`src/rtl/regfile_mp_pkg.sv`:
```
// Shared defaults and constants for the multi-port register file.
package regfile_mp_pkg;
    localparam int DEF_DATA_W   = 32;
    localparam int DEF_ADDR_W   = 5;
    localparam int DEF_MAX_PEND = 4;
    localparam int ZERO_REG     = 0;
endpackage

```
`src/rtl/regfile_scoreboard.sv`:
```
// Pending-load scoreboard: busy bits, outstanding count and sticky overflow flag.
// State updates one cycle after request; no backpressure, overflowing reserves are dropped and flagged.
module regfile_scoreboard
    import regfile_mp_pkg::*;
#(
    parameter int ADDR_W   = DEF_ADDR_W,
    parameter int MAX_PEND = DEF_MAX_PEND,
    parameter int DEPTH    = 2**ADDR_W,
    parameter int CNT_W    = $clog2(MAX_PEND+1)
) (
    input  logic              clk,
    input  logic              rst,
    input  logic              reserveEn,
    input  logic [ADDR_W-1:0] reserveAddr,
    input  logic              wrEnB,
    input  logic [ADDR_W-1:0] wrAddrB,
    output logic [DEPTH-1:0]  busy,
    output logic [CNT_W-1:0]  pendCount,
    output logic              pendFull,
    output logic              ovfErr
);
    localparam logic [ADDR_W-1:0] ZADDR = ADDR_W'(ZERO_REG);

    logic resv_req;
    logic clr;
    logic same;
    logic accept;
    logic dec;
    logic ovf_set;

    assign pendFull = (pendCount == CNT_W'(MAX_PEND));
    assign resv_req = reserveEn && (reserveAddr != ZADDR);
    assign clr      = wrEnB && (wrAddrB != ZADDR) && busy[wrAddrB];
    // Reserve and load return on the same register: clear then re-reserve nets to no change.
    assign same     = resv_req && clr && (reserveAddr == wrAddrB);
    assign accept   = resv_req && !busy[reserveAddr] && (!pendFull || clr);
    assign dec      = clr && !same;
    assign ovf_set  = resv_req && pendFull && !clr;

    always_ff @(posedge clk or posedge rst) begin
        if (rst) begin
            busy      <= '0;
            pendCount <= '0;
            ovfErr    <= 1'b0;
        end else begin
            if (dec)
                busy[wrAddrB] <= 1'b0;
            if (accept)
                busy[reserveAddr] <= 1'b1;
            pendCount <= pendCount + CNT_W'(accept) - CNT_W'(dec);
            if (ovf_set)
                ovfErr <= 1'b1;
        end
    end
endmodule

```
`src/rtl/regfile_mp.sv`:
```
// Multi-read, dual-write register file with write-to-read bypass and load scoreboard.
// Reads combinational, writes land on next clk edge; no backpressure.
module regfile_mp
    import regfile_mp_pkg::*;
#(
    parameter int DATA_W   = DEF_DATA_W,
    parameter int ADDR_W   = DEF_ADDR_W,
    parameter int NUM_RD   = 2,
    parameter int MAX_PEND = DEF_MAX_PEND
) (
    input  logic                       clk,
    input  logic                       rst,
    input  logic [NUM_RD*ADDR_W-1:0]   rdAddr,
    output logic [NUM_RD*DATA_W-1:0]   rdData,
    output logic [NUM_RD-1:0]          rdBusy,
    input  logic                       wrEnA,
    input  logic [ADDR_W-1:0]          wrAddrA,
    input  logic [DATA_W-1:0]          wrDataA,
    input  logic                       wrEnB,
    input  logic [ADDR_W-1:0]          wrAddrB,
    input  logic [DATA_W-1:0]          wrDataB,
    input  logic                       reserveEn,
    input  logic [ADDR_W-1:0]          reserveAddr,
    output logic [$clog2(MAX_PEND+1)-1:0] pendCount,
    output logic                       pendFull,
    output logic                       ovfErr
);
    localparam int DEPTH = 2**ADDR_W;
    localparam logic [ADDR_W-1:0] ZADDR = ADDR_W'(ZERO_REG);

    logic [DATA_W-1:0] mem [DEPTH];
    logic [DEPTH-1:0]  busy;

    regfile_scoreboard #(
        .ADDR_W   (ADDR_W),
        .MAX_PEND (MAX_PEND)
    ) u_sb (
        .clk         (clk),
        .rst         (rst),
        .reserveEn   (reserveEn),
        .reserveAddr (reserveAddr),
        .wrEnB       (wrEnB),
        .wrAddrB     (wrAddrB),
        .busy        (busy),
        .pendCount   (pendCount),
        .pendFull    (pendFull),
        .ovfErr      (ovfErr)
    );

    // Port B wins on an address collision; entry 0 is never written.
    always_ff @(posedge clk or posedge rst) begin
        if (rst) begin
            for (int r = 0; r < DEPTH; r++)
                mem[r] <= '0;
        end else begin
            for (int r = 1; r < DEPTH; r++) begin
                if (wrEnB && (wrAddrB == ADDR_W'(r)))
                    mem[r] <= wrDataB;
                else if (wrEnA && (wrAddrA == ADDR_W'(r)))
                    mem[r] <= wrDataA;
            end
        end
    end

    for (genvar i = 0; i < NUM_RD; i++) begin : g_rd
        logic [ADDR_W-1:0] ra;
        logic              hit_b;
        logic              hit_a;

        assign ra    = rdAddr[i*ADDR_W +: ADDR_W];
        assign hit_b = wrEnB && (wrAddrB == ra);
        assign hit_a = wrEnA && (wrAddrA == ra);

        always_comb begin
            rdData[i*DATA_W +: DATA_W] = mem[ra];
            if (ra == ZADDR)
                rdData[i*DATA_W +: DATA_W] = '0;
            else if (hit_b)
                rdData[i*DATA_W +: DATA_W] = wrDataB;
            else if (hit_a)
                rdData[i*DATA_W +: DATA_W] = wrDataA;
        end

        // A load returning this cycle is forwarded, so it no longer counts as busy.
        assign rdBusy[i] = busy[ra] && !hit_b;
    end
endmodule

```
`config.mk`:
```
export PLATFORM = sky130hd
export DESIGN_NAME = regfile_mp
export DESIGN_NICKNAME = d
export VERILOG_FILES = /design/src/rtl/regfile_mp_pkg.sv /design/src/rtl/regfile_scoreboard.sv /design/src/rtl/regfile_mp.sv
export SDC_FILE = /design/constraint.sdc
export NUM_CORES = 2
export LEC_CHECK = 0
export BUFFER_PORTS_ARGS = -buffer_cell sky130_fd_sc_hd__buf_2
export CORE_MARGIN = 2
export CORE_UTILIZATION = 30
export CTS_BUF_LIST = sky130_fd_sc_hd__clkbuf_16
export DETAILED_ROUTE_END_ITERATION = 12
export SYNTH_ARGS = -nofsm -noshare
export SYNTH_HDL_FRONTEND = slang
export SYNTH_SLANG_ARGS = --single-unit
```
`constraint.sdc`:
```
create_clock -name clk -period 65.3 [get_ports clk]
set_input_delay 13.06 -clock clk [delete_from_list [all_inputs] [get_ports clk]]
set_output_delay 13.06 -clock clk [all_outputs]
set_load 0.02 [all_outputs]
```
==> flow_metrics.tcl <==
set metrics [dict create \
    synthArstFlopShare_pct 100.0 \
    routedWlPerCell_um 29.93 \
    numCtsBuffers 114 \
    tightest_slew_ps 1495 \
    area_growth_pct 9.397 \
    initial_core_util_pct 30.12 \
    gp_congestion 0.8857 \
    core_region_area_um2 219300 \
    vias_per_cell 6.027 \
    synth.avg_cell_area_um2 10.65 \
    grt_max_degree 143 \
    num_rows 172 \
    rsz0062_at_grt "no" \
    grt_pass1_wl_mm 379.4 \
    status "complete, but fails checks" \
    synth_area_um2 66060 \
    cts_setup_buffers 0 \
    final_common_cell "mux2i_1" \
    synth_area_leader_cell "dfrtp_1" \
    placed_cells 8570 \
    drc 0 \
    slew_violations 1 \
    cts.sinks 1028 \
    cp_max_fo 77 \
    drt_iter0_markers 7473 \
    synth-edff-count 0 \
    io_pins 165 \
    finalCriticalPeriod_ps 30620 \
    die-area_um2 224000 \
    htreeDepth 3 \
    ctsResizeCount 0 \
    final_cell_mix "mux2i_1 (1070), dfrtp_1 (1028), nand2_1 (616), nor2_1 (556), mux4_2 (539)" \
    die_h_um 473.3 \
    fin_nets 5912 \
    multi_input_area_um2 37410 \
    p_total_mw 2.206 \
    endpoint_kind "output port" \
    wirelength_mm 262.7 \
    setup_tns_ps 0 \
    cts_tree "built" \
    gr-total-overflow 0 \
    synthCells 6200 \
    synth-seq-area-share_pct 38.94 \
    synth_flop_cell "dfrtp_1" \
    fin_area_um2 72270 \
    ant_nets 0 \
    ys_ff_latch 1028 \
    p_leak_nw 30.60 \
    drive_gt1_share_pct 18.99 \
    clock-root-buffer "clkbuf_16" \
    finalCritPeriodShare_pct 46.89 \
    cp-start-kind "input pin" \
    antenna_found_initial 31 \
    drt_first_pass_iters 8 \
    synthTopCellsByArea "dfrtp_1 (39%), mux4_2 (18%), mux2i_1 (16%)" \
    max_cap_violations 2 \
    clk_latency_ps 730 \
    num_vias 52900 \
    gr-usage-all-layers_pct 22.95 \
    hold_viol 0 \
    ys_types 49 \
    yosysTopAreaCellShare_pct 38.94 \
    violations "max-capacitance violations, max-slew violations" \
    setup_viol 0 \
    die_w_um 473.3 \
    clockBufferDepth 3 \
    powerDensity_nw_per_um2 30.53 \
    ir_drop_mv 0.02250 \
    path_clk_slew_ps 60 \
    regArea_um2 25720 \
    first_global_vias 51820 \
    syn_nets 6297 \
    holdWs_ps 448.8 \
    crit_arrival_ps 17560 \
    final_cells 8777 \
    crit_required_ps 52240 \
    hold_path.class "register to register" \
    postPlaceCellArea_um2 68640 \
    fill_cells 21640 \
    max_slew_margin_pct -1.247 \
    holdBufCountCts 0 \
    fmax_mhz 32.66 \
    fin_skew_ps 8.290 \
    hpwl_mm 147.3 \
    yosys_warnings 32 \
    path_class "input pin to output port" \
    portBuffers 164 \
]
==> cells by family after synthesis <==
logic type / count (synthesis) / synth area share (%)
buffers and inverters: 814 / 5.209
DFF: 1028 / 38.94
muxes: 1681 / 35.82
xor gates and xnor gates: 27 / 0.3580
AOI/OAI and AO/OA: 1330 / 11.79
adders and majority gates: 3 / 0.06818
and+or+nand+nor: 1317 / 7.815
==> Yosys cell counts, drive strengths merged (2+ instances only) <==
cell type     n
a221oi      126
clkbuf      520
o21ai       512
mux2         72
nand2b        6
nand2       643
o41ai        31
a21o          2
mux4        539
inv          41
ha            2
o311a         2
nor4          4
nor3b         9
a21oi       482
a211oi       63
a31oi         2
and2          3
o32ai        64
or3           4
xnor2        11
xor2         16
o31ai        35
nor2        583
a22oi         3
buf         253
nand3b        2
and3         12
nand3        25
mux2i      1070
nand4b        2
nor3          9
nor2b        12
and3b         2
dfrtp      1028
==> cell type report <==
class                           count  share of cell area, %
Clock buffer                      116                  4.017
Antenna cell                        8                0.02770
Timing Repair Buffer              272                  2.419
Multi-Input combinational cell   4358                  51.77
Sequential cell                  1028                  35.60
Clock inverter                     83                 0.9696
Tap cell                         2871                  4.971
Inverter                           41                 0.2303
==> power by group <==
group / leakage [nW] / total, mW / internal, mW / switching [mW]
clock network: 1.85 / 0.651 / 0.363 / 0.288
logic: 16.2 / 0.607 / 0.318 / 0.289
registers: 12.5 / 0.949 / 0.810 / 0.139
==> worst max-delay path, cell delays in order <==
cell and delay, ps:
buf_8 480, buf_4 970, nor3b_4 100, buf_4 280, a221oi_1 470, a221oi_1 280, a211oi_1 1240, o32ai_1 210
buf_2 230
==> per-stage QoR <==
step / worst slack [ps] / utilization (%)
2_1_floorplan: 23310 / -
3_3_place_gp: 34830 / 31.30
3_5_place_dp: 34930 / 31.30
4_1_cts: 34910 / 32.94
5_1_grt: 34750 / 32.95
6_report: 34680 / 32.95
==> state kept, by name, indices dropped and copies added, names as in the netlist <==
register and cells:
u_sb.ovfErr 1, u_sb.busy 32, mem 992, u_sb.pendCount 3
==> metal layers <==
metal / wire [um] / share of wire, % / vias up / GRT usage, %
li1: - / - / 22060 / -
met1: 96960 / 37 / 26570 / 28.31
met2: 119600 / 46 / 3364 / 36.14
met3: 29270 / 11 / 878 / 6.353
met4: 16690 / 6.4 / 30 / 12.89
met5: 171 / 0.065 / - / 0
==> path summary, 6_finish.rpt <==
path	end	depth (start not counted)	slack, ps	start
worst max-delay path	rdData[56]	9	34680	rdAddr[6]
worst min-delay path	u_sb.busy[0]	0	450	u_sb.busy[0]
worst max register to register	u_sb.pendCount[2]	11	61610	u_sb.busy[3]
worst min register to register	u_sb.busy[0]	0	450	u_sb.busy[0]
max in group asynchronous	mem[714]	6	48890	rst
min in group asynchronous	mem[534]	2	12410	rst
Note: power is estimated with default switching activity, not from simulation.
